===== src/rtl/lut_neuron_pkg.sv =====
// Shared types and size helpers for the runtime-loadable truth-table neuron.
package lut_neuron_pkg;

  typedef enum logic [1:0] {
    EMPTY,
    LOAD,
    READY
  } state_e;

  function automatic int tbl_bits_f(input int in_bits, input int out_bits);
    return (1 << in_bits) * out_bits;
  endfunction

  function automatic int beats_f(input int in_bits, input int out_bits, input int cfg_w);
    return tbl_bits_f(in_bits, out_bits) / cfg_w;
  endfunction

  function automatic int cnt_w_f(input int beats);
    return (beats > 1) ? $clog2(beats) : 1;
  endfunction

  localparam int TBL_BITS = tbl_bits_f(8, 1);
  localparam int BEATS    = beats_f(8, 1, 8);

endpackage


===== src/rtl/lut_tbl_ram.sv =====
// Truth-table storage: CFG_W-bit write port indexed by beat, OUT_BITS-bit
// registered read port indexed by lookup address.
module lut_tbl_ram
  import lut_neuron_pkg::*;
#(
  parameter int IN_BITS  = 8,
  parameter int OUT_BITS = 1,
  parameter int CFG_W    = 8
) (
  input  logic                                                    clk,
  input  logic                                                    rst_n,
  input  logic                                                    we_i,
  input  logic [cnt_w_f(beats_f(IN_BITS, OUT_BITS, CFG_W))-1:0]   waddr_i,
  input  logic [CFG_W-1:0]                                        wdata_i,
  input  logic                                                    re_i,
  input  logic [IN_BITS-1:0]                                      raddr_i,
  output logic [OUT_BITS-1:0]                                     rdata_o
);

  localparam int TBL_BITS = tbl_bits_f(IN_BITS, OUT_BITS);
  localparam int BIT_AW   = (TBL_BITS > 1) ? $clog2(TBL_BITS) : 1;

  (* ram_style = "distributed" *) logic [TBL_BITS-1:0] mem_q;
  logic [OUT_BITS-1:0] rdata_q;
  logic [BIT_AW-1:0]   wbase;
  logic [BIT_AW-1:0]   rbase;

  assign wbase = BIT_AW'(waddr_i) * BIT_AW'(CFG_W);
  assign rbase = BIT_AW'(raddr_i) * BIT_AW'(OUT_BITS);

  // Storage is intentionally unreset; contents only matter once a load completes.
  always_ff @(posedge clk) begin
    if (we_i) mem_q[wbase +: CFG_W] <= wdata_i;
  end

  always_ff @(posedge clk or negedge rst_n) begin
    if (!rst_n)    rdata_q <= '0;
    else if (re_i) rdata_q <= mem_q[rbase +: OUT_BITS];
  end

  assign rdata_o = rdata_q;

endmodule


===== src/rtl/lut_neuron_loader.sv =====
// Runtime-programmable truth-table neuron: config-stream loader plus lookup stream.
// Optional config parity check enabled by defining LUT_CFG_PARITY_EN.
module lut_neuron_loader
  import lut_neuron_pkg::*;
#(
  parameter int IN_BITS  = 8,
  parameter int OUT_BITS = 1,
  parameter int CFG_W    = 8
) (
  input  logic                clk,
  input  logic                rst_n,
  input  logic                cfg_valid,
  output logic                cfg_ready,
  input  logic [CFG_W-1:0]    cfg_data,
  input  logic                cfg_last,
`ifdef LUT_CFG_PARITY_EN
  input  logic                cfg_par,
`endif
  input  logic                in_valid,
  output logic                in_ready,
  input  logic [IN_BITS-1:0]  in_data,
  output logic                out_valid,
  input  logic                out_ready,
  output logic [OUT_BITS-1:0] out_data,
  output logic                loaded,
  output logic                cfg_err
);

  localparam int BEATS = beats_f(IN_BITS, OUT_BITS, CFG_W);
  localparam int CNT_W = cnt_w_f(BEATS);
  localparam logic [CNT_W-1:0] LAST_BEAT = CNT_W'(BEATS - 1);

  state_e           state_q, state_d;
  logic [CNT_W-1:0] beat_cnt_q, beat_cnt_d;
  logic             cfg_err_q, cfg_err_d;
  logic             out_valid_q, out_valid_d;
  logic             cfg_acc, in_acc, first_beat, par_err;
  logic [CNT_W-1:0] waddr;

`ifdef LUT_CFG_PARITY_EN
  assign par_err = cfg_par ^ (^cfg_data);
`else
  assign par_err = 1'b0;
`endif

  always_ff @(posedge clk or negedge rst_n) begin
    if (!rst_n) begin
      state_q     <= EMPTY;
      beat_cnt_q  <= '0;
      cfg_err_q   <= 1'b0;
      out_valid_q <= 1'b0;
    end else begin
      state_q     <= state_d;
      beat_cnt_q  <= beat_cnt_d;
      cfg_err_q   <= cfg_err_d;
      out_valid_q <= out_valid_d;
    end
  end

  always_comb begin
    state_d     = state_q;
    beat_cnt_d  = beat_cnt_q;
    cfg_err_d   = cfg_err_q;
    out_valid_d = out_valid_q;
    cfg_ready   = 1'b0;
    in_ready    = 1'b0;
    first_beat  = 1'b0;
    waddr       = beat_cnt_q;

    case (state_q)
      EMPTY: begin
        cfg_ready  = 1'b1;
        first_beat = 1'b1;
      end
      LOAD: cfg_ready = 1'b1;
      READY: begin
        // A pending result blocks config so the table never changes under it;
        // config also has priority over a simultaneous lookup.
        cfg_ready  = !out_valid_q;
        in_ready   = !cfg_valid && (!out_valid_q || out_ready);
        first_beat = 1'b1;
      end
      default: ;
    endcase

    if (first_beat) waddr = '0;
    cfg_acc = cfg_valid && cfg_ready;
    in_acc  = in_valid && in_ready;

    if (in_acc)         out_valid_d = 1'b1;
    else if (out_ready) out_valid_d = 1'b0;

    if (cfg_acc) begin
      if (first_beat) cfg_err_d = 1'b0;
      // Framing error: last flag must coincide exactly with the terminal beat.
      if (par_err || (cfg_last != (waddr == LAST_BEAT))) begin
        state_d    = EMPTY;
        cfg_err_d  = 1'b1;
        beat_cnt_d = '0;
      end else if (cfg_last) begin
        state_d    = READY;
        beat_cnt_d = '0;
      end else begin
        state_d    = LOAD;
        beat_cnt_d = waddr + CNT_W'(1);
      end
    end
  end

  lut_tbl_ram #(
    .IN_BITS (IN_BITS),
    .OUT_BITS(OUT_BITS),
    .CFG_W   (CFG_W)
  ) u_tbl (
    .clk    (clk),
    .rst_n  (rst_n),
    .we_i   (cfg_acc),
    .waddr_i(waddr),
    .wdata_i(cfg_data),
    .re_i   (in_acc),
    .raddr_i(in_data),
    .rdata_o(out_data)
  );

  assign loaded    = (state_q == READY);
  assign cfg_err   = cfg_err_q;
  assign out_valid = out_valid_q;

endmodule


===== config.mk =====
export PLATFORM = sky130hd
export DESIGN_NAME = lut_neuron_loader
export DESIGN_NICKNAME = d
export VERILOG_FILES = /design/src/rtl/lut_neuron_pkg.sv /design/src/rtl/lut_tbl_ram.sv /design/src/rtl/lut_neuron_loader.sv
export SDC_FILE = /design/constraint.sdc
export NUM_CORES = 1
export LEC_CHECK = 0
export ABC_AREA = 1
export BUFFER_PORTS_ARGS = -buffer_cell sky130_fd_sc_hd__buf_2
export CORE_ASPECT_RATIO = 0.5
export CORE_MARGIN = 1.5
export CORE_UTILIZATION = 55
export DETAILED_ROUTE_END_ITERATION = 10
export PLACE_DENSITY = 0.71
export RECOVER_POWER = 100
export SYNTH_ARGS = -nofsm -noshare
export SYNTH_HDL_FRONTEND = slang
export SYNTH_SLANG_ARGS = --single-unit

===== constraint.sdc =====
create_clock -name clk -period 2.85 [get_ports clk]
set_input_delay 0.4275 -clock clk [delete_from_list [all_inputs] [get_ports clk]]
set_output_delay 0.4275 -clock clk [all_outputs]
set_load 0.03 [all_outputs]

# == After elaboration in Yosys (flattened, before gate mapping) ==
# Index checks and enable logic that the tools add are counted.
# totals
word_cells,40
regBits,266
# classes
n_reduce_logical,12
n_addsub,2
n_shift,3
n_eq_ne,4
muxes,13
# ops
cell,count
bitwise mux 256 bit,1
"variable shift 8 x 10 -> 256 bit, first input constant",1
indexed part select 256 x 9 -> 1 bit,1
indexed part select 8 x 10 -> 256 bit,1
two-way mux 5 bit,3
negation 8 -> 10 bit,1
two-way mux 1 bit,6
"adder 5 x 1 -> 5 bit, second input constant",1
"equality test 5 bit, second input constant",1
two-way mux 2 bit,2
nonzero test 2 bit,2
OR reduction 2 bit,2
logical AND 1 bit,3
"equality test 2 x 1 -> 1 bit, second input constant",1
"equality test 2 bit, second input constant",1
zero test 1 bit,2
zero test 2 bit,1
one-hot mux 1 bit (2 select lines),1
AND reduction 2 bit,1
logical OR 1 bit,1
!= test 1 bit,1

# == Depth between registers and ports, before layout ==
# Gate-level depths: netlist of the first run.
# depth
word_depth,8
mapped_depth,15
ltp_nobuf,13

# == By module ==
# From an unflattened synthesis of the first run, not the netlist that was laid out.
# hier_totals
cells_unflattened,1475
area_unflattened_um2,13151.4
# by_module_without_submodules
module,cells_per_inst,area_each_um2,instances
lut_tbl_ram,1399,12579.6,1
lut_neuron_loader,76,571.8,1

# == Worst setup path before layout of the first run ==
# OpenSTA, ideal clock, no wires.
# synth_timing
path_kind,reg-to-reg
startpoint,"reg out_valid_q, in the netlist out_valid"
endpoint,"reg u_tbl.mem_q[100], enable pin"
synth_period_minus_slack_ps,2700
t_arrival_ps,2330
setup_slack_ps,150
setup_time_ps,370
path_stages_with_launch,7
cell_sequence,dfrtp_1 -> o21ai_0 -> nand2_1 -> inv_1 -> nand2_2 -> buf_2 -> nor2_1
# synth_between
elab_chain_cells,3
# synth_lines
item,line,text
start: declaration,lut_neuron_loader.sv:36,"logic out_valid_q, out_valid_d;"
start signal: assignment,lut_neuron_loader.sv:56,out_valid_q <= out_valid_d;
zero test 1 bit,lut_neuron_loader.sv:79,cfg_ready = !out_valid_q;
one-hot mux 1 bit (2 select lines),lut_neuron_loader.sv:70,case (state_q)
named net cfg_ready,lut_neuron_loader.sv:13,"output logic cfg_ready,"
logical AND 1 bit,lut_neuron_loader.sv:87,cfg_acc = cfg_valid && cfg_ready;
end signal: indexed assignment,lut_tbl_ram.sv:33,if (we_i) mem_q[wbase +: CFG_W] <= wdata_i;
end: declaration,lut_tbl_ram.sv:23,"(* ram_style = ""distributed"" *) logic [TBL_BITS-1:0] mem_q;"
# The timed path passes the listed nets, and every way through them passes these cells.
# A chain may end at the register's enable or synchronous reset.

# == Worst setup path after layout of the first run ==
# layout_timing
startpoint,reg state_q[0]
endpoint,reg u_tbl.mem_q[55] (data pin)
# layout_between
elab_chain_cells,7
elab_cells_between_ends,9
# layout_lines
item,line,text
start: declaration,lut_neuron_loader.sv:33,"state_e state_q, state_d;"
start signal: assignment,lut_neuron_loader.sv:53,state_q <= state_d;
equality test 2 bit / zero test 2 bit (equally long branches),lut_neuron_loader.sv:70,
OR reduction 2 bit (no source line) (*),n/a,
two-way mux 1 bit (*),lut_neuron_loader.sv:70,
two-way mux 5 bit (*),lut_neuron_loader.sv:86,if (first_beat) waddr = '0;
negation 8 -> 10 bit (*),lut_tbl_ram.sv:33,
indexed part select 8 x 10 -> 256 bit / variable shift 8 x 10 -> 256 bit (equally long branches),lut_tbl_ram.sv:33,
bitwise mux 256 bit (*),lut_tbl_ram.sv:33,
# Mark *: on every way between the ends. The rest lies on a longest branch, timed or not.

==> results of run 1 <==
how the worst max path moves through the flow:
stage	from	endpoint	slack, ps	cells past startpoint
final	state_q[0]	u_tbl.mem_q[55]	110	10
after CTS	state_q[0]	u_tbl.mem_q[34]	280	10
after floorplan	out_valid	u_tbl.mem_q[100]	150	6
after global placement	state_q[0]	u_tbl.mem_q[53]	310	11
after global routing	state_q[0]	u_tbl.mem_q[110]	40	10
after detailed placement	state_q[0]	u_tbl.mem_q[164]	270	10
cell usage in the layout, fill, tap and decap left out, drive strengths merged:
cell,n
ha,6
dlygate4sd3,1
edfxtp,256
clkbuf,71
xor2,1
nand3b,1
buf,54
o21ai,9
bufinv,2
o22ai,1
o31ai,1
nor2,311
inv,58
nor3,6
clkinv,10
dfrtp,10
nand3,255
nand2,355
nand4,1
synthesized netlist by cell type:
cell type and count:
inv_2 12, nand2_2 10, xor2_1 1, o22ai_1 1
buf_2 56, nor2_1 295, edfxtp_1 256, buf_6 6
nand2_1 336, o21ai_0 9, inv_4 2, nand3b_1 1
nand3_2 2, nor3_1 6, nor2_8 2, clkbuf_1 24
buf_1 6, nor2_2 10, nand2_4 8, dfrtp_1 10
nand2_8 1, buf_4 3, inv_1 45, nand3_1 253
nand4_2 1, o31ai_1 1, ha_1 6, nor2_4 4
layout make-up:
class | instances | area (sq um) | share of cell area [%]
Clock buffer | 31 | 648 | 4.62
Clock inverter | 11 | 101 | 0.723
Inverter | 59 | 228 | 1.62
Multi-Input combinational cell | 947 | 4110 | 29.3
Sequential cell | 266 | 7940 | 56.6
Tap cell | 307 | 384 | 2.74
Timing Repair Buffer | 95 | 616 | 4.39
state kept, by name, summed over array words and instances (netlist names):
| name | count |
|---|---|
| beat_cnt_q | 5 |
| cfg_err | 1 |
| out_valid | 1 |
| state_q | 2 |
| u_tbl.mem_q | 256 |
| u_tbl.rdata_o | 1 |
cells by family (layout without fill, tap and decap cells):
| family | Yosys count | in the layout | share of synthesized area [%] |
|---|---|---|---|
| buffers and inverters | 154 | 196 | 5.54 |
| DFF | 266 | 266 | 61.9 |
| adders and majority gates | 6 | 6 | 0.586 |
| xor gates and xnor gates | 1 | 1 | 0.0684 |
| and+or+nand+nor | 929 | 929 | 31.4 |
| AOI/OAI and AO/OA | 11 | 11 | 0.459 |
through the flow:
step	area [sq um]	setup WS [ps]
finish	14000	112
global route	14000	38.1
CTS	14200	278
detailed placement	13500	272
global placement	13500	312
floorplan	12800	150
per-layer routing:
layer	routed length [um]	GRT usage, %
met5	0	0.417
met3	4270	5.54
met1	13600	42.7
met4	866	8.04
met2	15100	43.2
power groups by stage:
stage	clock network, mW	logic, mW	registers, mW
after floorplan	0	0.406	4.34
after global placement	0	0.628	4.34
after detailed placement	0	0.639	4.34
after CTS	3.17	0.644	4.26
after global routing	3.32	0.682	4.26
final	3.16	0.634	4.26
what timing repair did:
item | 4_1_cts | 5_1_grt
hold endpoints to repair | 10 | 0
setup buffers | 0 | 0
hold buffers | 1 | 0
==> results.py, run 1 <==
metrics = {
    "power_and_ir_drop": {
        "internal-power_mw": 6.18,
        "power_mw": 8.06,
        "power_density_nw_per_um2": 574,
        "swShare_pct": 23.3,
        "netSwitchingPower_mw": 1.88,
        "pwr-share-comb_pct": 7.9,
        "seq_power_share_pct": 52.9,
        "p_leak_nw": 5.37,
        "clock_power_share_pct": 39.3,
        "peakVddDrop_mv": 0.442,
    },
    "global_routing": {
        "grt_overflow": 0,
        "grt_max_degree": 129,
        "grt_pass1_vias": 9269,
        "grt_first_pass_wirelength_um": 52300,
        "antenna_found_initial": 0,
        "grt_usage_pct": 28.7,
    },
    "layout": {
        "stdcell_count": 1716,
        "fin_util_pct": 61.4,
        "area_growth_syn_to_layout_pct": 9.44,
        "antennaDiodeCount": 0,
        "layout.nets": 1421,
        "n_fill_cell": 1902,
        "drive_gt1_share_pct": 9.94,
    },
    "placement": {
        "gp_congestion": 0.927,
        "port_buffers": 27,
        "dpl.cell_count": 1673,
        "dp_hpwl_um": 20400,
    },
    "logic_synthesis": {
        "synthesis.nets": 1395,
        "ys_types": 28,
        "avgSynthCellArea_sq_um": 9.37,
        "ys_seq_area_share_pct": 61.9,
        "yosysTopAreaCell": "edfxtp_1",
        "syn_area_sq_um": 12800,
        "ys_ff_latch": 266,
        "syn_inst": 1367,
        "synth_top_area_share_pct": 60.0,
        "synthTopCellsByArea": "edfxtp_1, nand3_1, nand2_1, nor2_1, buf_2",
        "ys_warn_count": 0,
    },
    "sta": {
        "slew_headroom_pct": 29.0,
        "hold_violations": 0,
        "fin_crit_ps": 2740,
        "hold_ws_ps": 112,
        "fmax_ghz": 0.365,
        "fin_crit_sh_pct": 96.1,
        "finClkSkew_ps": 11.7,
        "setup_violations": 0,
        "finalSetupTns_ps": 0,
        "maxSlewViolCount": 0,
        "worst_pin_slew_ps": 1070,
        "rsz0062_at_grt": "false",
    },
    "worst_setup_path": {
        "cp.required_ps": 3100,
        "r2r-start": "state_q[0]",
        "critical-path-max-stage-delay_ps": 540,
        "r2r_end": "u_tbl.mem_q[55]",
        "cp_slowest_cell": "clkbuf_2",
        "cp_max_fo": 11,
        "worstSetupPathType": "reg -> reg",
        "reg2reg_depth": 10,
        "path_cells": "clkbuf_1, nand2_2, inv_2, nor2_1, nand3_1, nor2_4, nor2_8, nand2_1, clkbuf_2, nor2_1",
        "crit_path_start_kind": "register",
        "r2r_setup_slack_ps": 110,
        "path_delay_family": "simple AND/OR/NAND/NOR gates",
        "cp.arrival_ps": 2990,
        "endpoint_kind": "register",
        "critPathBufInv": 3,
        "cpMostUsedCell": "nor2_1",
    },
    "floorplanning": {
        "ios": 28,
        "row_count": 39,
        "fp.dieW_um": 219,
        "dieArea_sq_um": 24300,
        "die_h_um": 111,
        "start_util_pct": 56.1,
        "coreArea_sq_um": 22800,
    },
    "route": {
        "drc_errors": 0,
        "wl_per_cell_um": 19.8,
        "first_pass_iters": 7,
        "routed_wl_um": 33900,
        "routed_via_density": 5.80,
        "drt_first_iter_violations": 1250,
        "ant_nets": 0,
        "vias": 9958,
    },
    "clock_network": {
        "numCtsBuffers": 24,
        "clock_sinks": 266,
        "htreeDepth": 1,
        "path_clk_slew_ps": 60,
        "insertion_delay_ps": 530,
        "cts_tree": "built",
        "cts_resized": 0,
        "root_buffer": "clkbuf_16",
        "clockBufferDepth": 3,
    },
    "min_path": {
        "hp-class": "in -> reg",
        "hold_depth": 2,
        "whs_endpoint": "out_valid",
        "hp-start": "out_ready",
    },
    "status": {
        "outcome": "completed",
    },
    "job": {
        "drv_cap": 0,
    },
}
Power figures use the tool's default switching activity.
==> run 2: changes to the inputs <==
Settings changed: ABC_AREA 1 to unset, CAP_MARGIN set to 20.
==> run 2 against run 1 <==
  * Sequential cell count unchanged
  * Global-route usage shrank 1.6 points
  * Highest routed layer unchanged
  * Wire length shrank 7.9%
  * Area after synthesis down 4.1%
  * Total power is 0.12% higher
==> results.py, run 2 <==
metrics = {
    "logic_synthesis": {
        "yosysTopAreaCell": "edfxtp_1",
        "synthesis.nets": 978,
        "ys_seq_area_share_pct": 64.6,
        "synth_common_cells": "nor2_1, edfxtp_1, nand2_1",
        "synth_top_flop_cell": "edfxtp_1",
        "syn_area_sq_um": 12300,
        "ys_ff_latch": 266,
        "synthArstFlopShare_pct": 3.76,
        "syn_inst": 950,
        "yosysMostFrequentCell": "nor2_1",
        "synth-edff-count": 256,
        "avgSynthCellArea_sq_um": 12.9,
        "synth_top_area_share_pct": 62.6,
        "ys_warn_count": 0,
        "synthTopCellsByArea": "edfxtp_1, nor2_1, mux4_2, mux2i_1, dfrtp_1",
        "ys_types": 52,
    },
    "sta": {
        "hold_ws_ps": 146,
        "fin_crit_sh_pct": 96.0,
        "fin_crit_ps": 2740,
        "worst_pin_slew_ps": 777,
        "finClkSkew_ps": 10.4,
        "rsz0062_at_grt": "false",
        "fmax_ghz": 0.365,
        "setup_violations": 0,
        "maxSlewViolCount": 0,
        "slew_headroom_pct": 48.2,
        "hold_violations": 0,
    },
    "clock_network": {
        "clockBufferDepth": 3,
        "insertion_delay_ps": 530,
        "root_buffer": "clkbuf_16",
        "cts_tree": "built",
        "clock_sinks": 266,
        "numCtsBuffers": 24,
        "htreeDepth": 1,
        "path_clk_slew_ps": 60,
    },
    "route": {
        "ant_nets": 0,
        "first_pass_iters": 5,
        "routed_wl_um": 31200,
        "drt_first_iter_violations": 1020,
        "routed_via_density": 6.30,
        "wl_per_cell_um": 23.6,
        "drc_errors": 0,
        "vias": 8335,
    },
    "global_routing": {
        "grt_max_degree": 22,
        "grt_first_pass_wirelength_um": 46700,
        "antenna_found_initial": 0,
        "grt_overflow": 0,
        "grt_pass1_vias": 7871,
        "grt_usage_pct": 27.1,
    },
    "worst_setup_path": {
        "cp.arrival_ps": 2950,
        "cp.required_ps": 3060,
        "path_cells": "nand2_1, ha_1, inv_1, or3_1, buf_4, nor2_1, clkbuf_2",
        "critical-path-max-stage-delay_ps": 540,
        "crit_path_start_kind": "register",
        "reg2reg_depth": 7,
        "cp.depth": 7,
        "endpoint_kind": "register",
        "cp_slowest_cell": "or3_1",
        "cp_max_fo": 9,
        "critPathBufInv": 3,
        "path_delay_family": "simple AND/OR/NAND/NOR gates",
        "worstSetupPathType": "reg -> reg",
    },
    "min_path": {
        "hold_depth": 2,
        "hp-class": "in -> reg",
    },
    "layout": {
        "fin_util_pct": 63.2,
        "layout.nets": 1034,
        "mostFrequentLayoutCells": "nor2_1, edfxtp_1, nand2_1, mux2i_1, mux4_2",
        "antennaDiodeCount": 0,
        "n_fill_cell": 1662,
        "area_growth_syn_to_layout_pct": 12.0,
        "multi_input_area_sq_um": 4000,
        "reg_top3": "u_tbl.mem_q: 256 flops, beat_cnt_q: 5 flops, state_q: 2 flops",
        "area.sequential_sq_um": 7940,
        "largest-register": "u_tbl.mem_q",
        "drive_gt1_share_pct": 17.5,
        "layout_commonest_cell": "nor2_1",
        "largest_reg_flops": 256,
    },
    "power_and_ir_drop": {
        "p_leak_nw": 4.24,
        "peakVddDrop_mv": 0.331,
        "power_density_nw_per_um2": 586,
    },
    "job": {
        "drv_cap": 0,
    },
    "placement": {
        "dp_hpwl_um": 21900,
        "gp_congestion": 0.884,
        "port_buffers": 27,
    },
    "floorplanning": {
        "row_count": 38,
        "ios": 28,
        "fp.dieW_um": 214,
        "dieArea_sq_um": 23300,
        "die_h_um": 109,
        "coreArea_sq_um": 21800,
        "start_util_pct": 56.4,
    },
    "status": {
        "outcome": "completed",
    },
}
-- run 2: cell count changes after synthesis, moves of 9 or more --
cell	before	now
and2_1	0	21
buf_2	56	27
inv_1	45	6
inv_2	12	0
mux2i_1	0	47
mux4_2	0	38
nand2_1	336	58
nand2b_1	0	9
nand3_1	253	18
nor2_2	10	0
nor3_1	6	15
o22ai_1	1	11
-- run 2: layer usage --
metal	global-route usage, %	wire [um]
met5	0	0
met4	7.55	789
met3	5.94	3580
met2	42.0	14100
met1	39.2	12800
-- run 2: final timing paths --
| kind | startpoint | end | slack [ps] |
|---|---|---|---|
| setup / recovery | beat_cnt_q[0] | u_tbl.mem_q[245] | 110 |
| hold / removal | cfg_last | beat_cnt_q[0] | 150 |
| setup reg to reg | beat_cnt_q[0] | u_tbl.mem_q[245] | 110 |
| hold reg to reg | cfg_err | cfg_err | 510 |
| max in group asynchronous | rst_n | u_tbl.rdata_o | 1860 |
| min in group asynchronous | rst_n | cfg_err | 500 |
-- run 2: cell families after synthesis --
family          share of synthesized area [%]
fa+ha+maj                               0.611
flops                                    64.6
compound gates                           3.69
mux                                      12.5
simple gates                             15.1
buf+inv                                  3.27
xor+xnor                                0.214
-- run 2: worst register-to-register path, delay by kind of cell (launching register included) --
family,cells,cell delay [ps]
adders and majority gates,1,470
buffers and inverters,3,690
DFF,1,480
and+or+nand+nor,3,780
-- run 2: what timing repair did --
item,in CTS,in global routing
buffers inserted,0,0
hold buffers,1,0
hold endpoints to repair,10,0
setup endpoints to repair,0,111
gates resized for setup,0,14
-- run 2: cell type report --
cell class | count | share of cell area [%]
timing repair buffer | 101 | 4.57
clock inverter | 12 | 1.00
sequential | 266 | 57.7
clock buffer | 31 | 4.71
multi-input combinational | 606 | 29.1
tap | 300 | 2.73
inverter | 7 | 0.191
-- run 2: report_power, final --
| group | leakage [nW] | total [mW] | switching, mW | internal (mW) |
|---|---|---|---|---|
| clock | 0.383 | 3.30 | 1.42 | 1.88 |
| sequential | 2.34 | 4.26 | 0.0100 | 4.25 |
| combinational | 1.51 | 0.508 | 0.346 | 0.161 |
| total | 4.24 | 8.07 | 1.78 | 6.29 |
-- run 2: per-stage QoR --
stage	power (mW)	std cells	area, sq um	TNS [ps]	setup WS, ps
after floorplan	4.65	950	12300	-2570	-68.4
after global placement	4.84	1279	13100	0	189
after detailed placement	4.85	1279	13100	0	76.4
after CTS	8.07	1323	13900	0	59.1
after global routing	8.26	1323	13800	0	6.85
final	8.07	1323	13800	0	113
==> run 3: changes to the inputs <==
Settings changed: CORE_ASPECT_RATIO 0.5 to 0.8, REMOVE_ABC_BUFFERS set to 1.
==> run 3 against run 2 <==
  * Wire length fell by 1.1%
  * Sequential power about the same
  * Core utilization rose by 0.21 points
  * Maximum frequency increased by 1.4%
  * Largest cell class unchanged
  * Highest routed layer unchanged
  * Critical endpoint is now u_tbl.mem_q[176]
==> results.py, run 3 (synthesis gave the netlist of run 2 again) <==
metrics = {
    "floorplanning": {
        "start_util_pct": 56.5,
        "dieArea_sq_um": 23200,
        "row_count": 48,
        "ios": 28,
        "fp.dieW_um": 170,
        "die_h_um": 137,
        "coreArea_sq_um": 21700,
    },
    "worst_setup_path": {
        "reg2reg_depth": 6,
        "cp_slowest_cell": "ha_1",
        "endpoint_kind": "register",
        "critPathBufInv": 2,
        "cp.arrival_ps": 2870,
        "r2r_setup_slack_ps": 150,
        "worstSetupPathType": "reg -> reg",
        "r2r_end": "u_tbl.mem_q[176]",
        "crit_path_start_kind": "register",
        "cp.depth": 6,
        "path_cells": "nand2_1, ha_1, inv_1, or3_1, nor2_1, clkbuf_1",
        "r2r-start": "beat_cnt_q[0]",
        "critical-path-max-stage-delay_ps": 510,
        "path_delay_family": "simple AND/OR/NAND/NOR gates",
        "cp_max_fo": 12,
        "cp.required_ps": 3020,
    },
    "sta": {
        "slew_headroom_pct": 47.0,
        "finClkSkew_ps": 9.27,
        "worst_pin_slew_ps": 795,
        "fmax_ghz": 0.371,
        "rsz0062_at_grt": "false",
        "fin_crit_sh_pct": 94.7,
        "setup_violations": 0,
        "hold_violations": 0,
        "maxSlewViolCount": 0,
        "fin_crit_ps": 2700,
    },
    "route": {
        "vias": 8098,
        "first_pass_iters": 7,
        "ant_nets": 0,
        "drc_errors": 0,
        "drt_first_iter_violations": 1018,
        "routed_wl_um": 30900,
        "wl_per_cell_um": 23.0,
        "routed_via_density": 6.04,
    },
    "job": {
        "drv_cap": 0,
    },
    "clock_network": {
        "htreeDepth": 1,
        "post_cts_buffers": 0,
        "cts_tree": "built",
        "numCtsBuffers": 27,
        "path_clk_slew_ps": 60,
        "clockBufferDepth": 3,
        "clock_sinks": 266,
        "root_buffer": "clkbuf_16",
        "insertion_delay_ps": 530,
    },
    "layout": {
        "mostFrequentLayoutCells": "nor2_1, edfxtp_1, nand2_1, mux2i_1, mux4_2",
        "layout_commonest_cell": "nor2_1",
        "layout.nets": 1047,
        "largest-register": "u_tbl.mem_q",
        "multi_input_area_sq_um": 3950,
        "area.sequential_sq_um": 7940,
        "n_fill_cell": 1709,
        "area_growth_syn_to_layout_pct": 12.2,
        "drive_gt1_share_pct": 17.0,
        "fin_util_pct": 63.4,
        "reg_top3": "u_tbl.mem_q: 256 flops, beat_cnt_q: 5 flops, state_q: 2 flops",
        "largest_reg_flops": 256,
    },
    "power_and_ir_drop": {
        "netSwitchingPower_mw": 1.79,
        "power_density_nw_per_um2": 595,
        "p_leak_nw": 4.30,
        "power_mw": 8.20,
        "clock_power_share_pct": 42.1,
        "peakVddDrop_mv": 0.521,
        "swShare_pct": 21.8,
        "pwr-share-comb_pct": 6.0,
        "internal-power_mw": 6.41,
        "seq_power_share_pct": 51.9,
    },
    "status": {
        "outcome": "completed",
    },
    "min_path": {
        "whs_endpoint": "beat_cnt_q[0]",
        "hold_depth": 2,
        "hp-start": "cfg_last",
        "hp-class": "in -> reg",
    },
    "placement": {
        "gp_congestion": 0.829,
        "port_buffers": 27,
        "dp_hpwl_um": 20400,
    },
    "global_routing": {
        "antenna_found_initial": 1,
        "grt_usage_pct": 27.7,
        "grt_max_degree": 35,
        "grt_overflow": 0,
        "grt_first_pass_wirelength_um": 46500,
        "grt_pass1_vias": 7837,
    },
}
run 3: cell count changes in the layout (fill, tap and decap cells not counted), sizes merged:
cell	delta
buf	+1
clkbuf	+11
clkinv	+4
diode	+2
run 3: area by class of cell:
cell class | instances | area share, %
inverters | 7 | 0.191
clock buffers | 33 | 5.07
flip-flops and latches | 266 | 57.6
well taps | 300 | 2.72
diodes | 2 | 0.0363
clock inverters | 16 | 1.13
repair buffers | 111 | 4.60
multi-input cells | 606 | 28.7
run 3: worst max-delay path by stage:
stage                        from               end  slack [ps]
floorplan              state_q[0]  u_tbl.mem_q[248]         -10
global placement       in_data[0]     u_tbl.rdata_o          80
detailed placement     in_data[0]     u_tbl.rdata_o          80
CTS                 beat_cnt_q[0]  u_tbl.mem_q[105]         240
global route        beat_cnt_q[0]   u_tbl.mem_q[59]           5
finish              beat_cnt_q[0]  u_tbl.mem_q[176]         150
run 3: repair_timing:
item | in CTS | in global routing
hold buffers | 1 | 0
resized for setup | 0 | 1
endpoints found under the setup margin | 0 | 4
hold endpoints to repair | 10 | 0
run 3: stage by stage:
stage                     hold slack [ps]  instance area [sq um]  cells  TNS (ps)  setup slack, ps
after CTS                             118                  13900   1339         0              241
final                                 131                  13800   1341         0              152
after global placement                336                  13100   1289         0             77.5
after detailed placement              342                  13100   1289         0             83.9
after global routing                  138                  13800   1339         0             5.46
after floorplan                       132                  11900    879     -1060            -9.73
run 3: power groups by stage:
stage          Sequential (mW)  Clock (mW)  Combinational (mW)
2_1_floorplan             4.35           0               0.228
3_3_place_gp              4.34           0               0.486
3_5_place_dp              4.34           0               0.490
4_1_cts                   4.26        3.47               0.493
5_1_grt                   4.26        3.62               0.524
6_report                  4.26        3.45               0.492
run 3: per-layer routing:
layer	routed length [um]	global-route usage, %
met5	0	0
met4	876	8.11
met3	3530	6.88
met2	14000	42.9
met1	12500	39.1
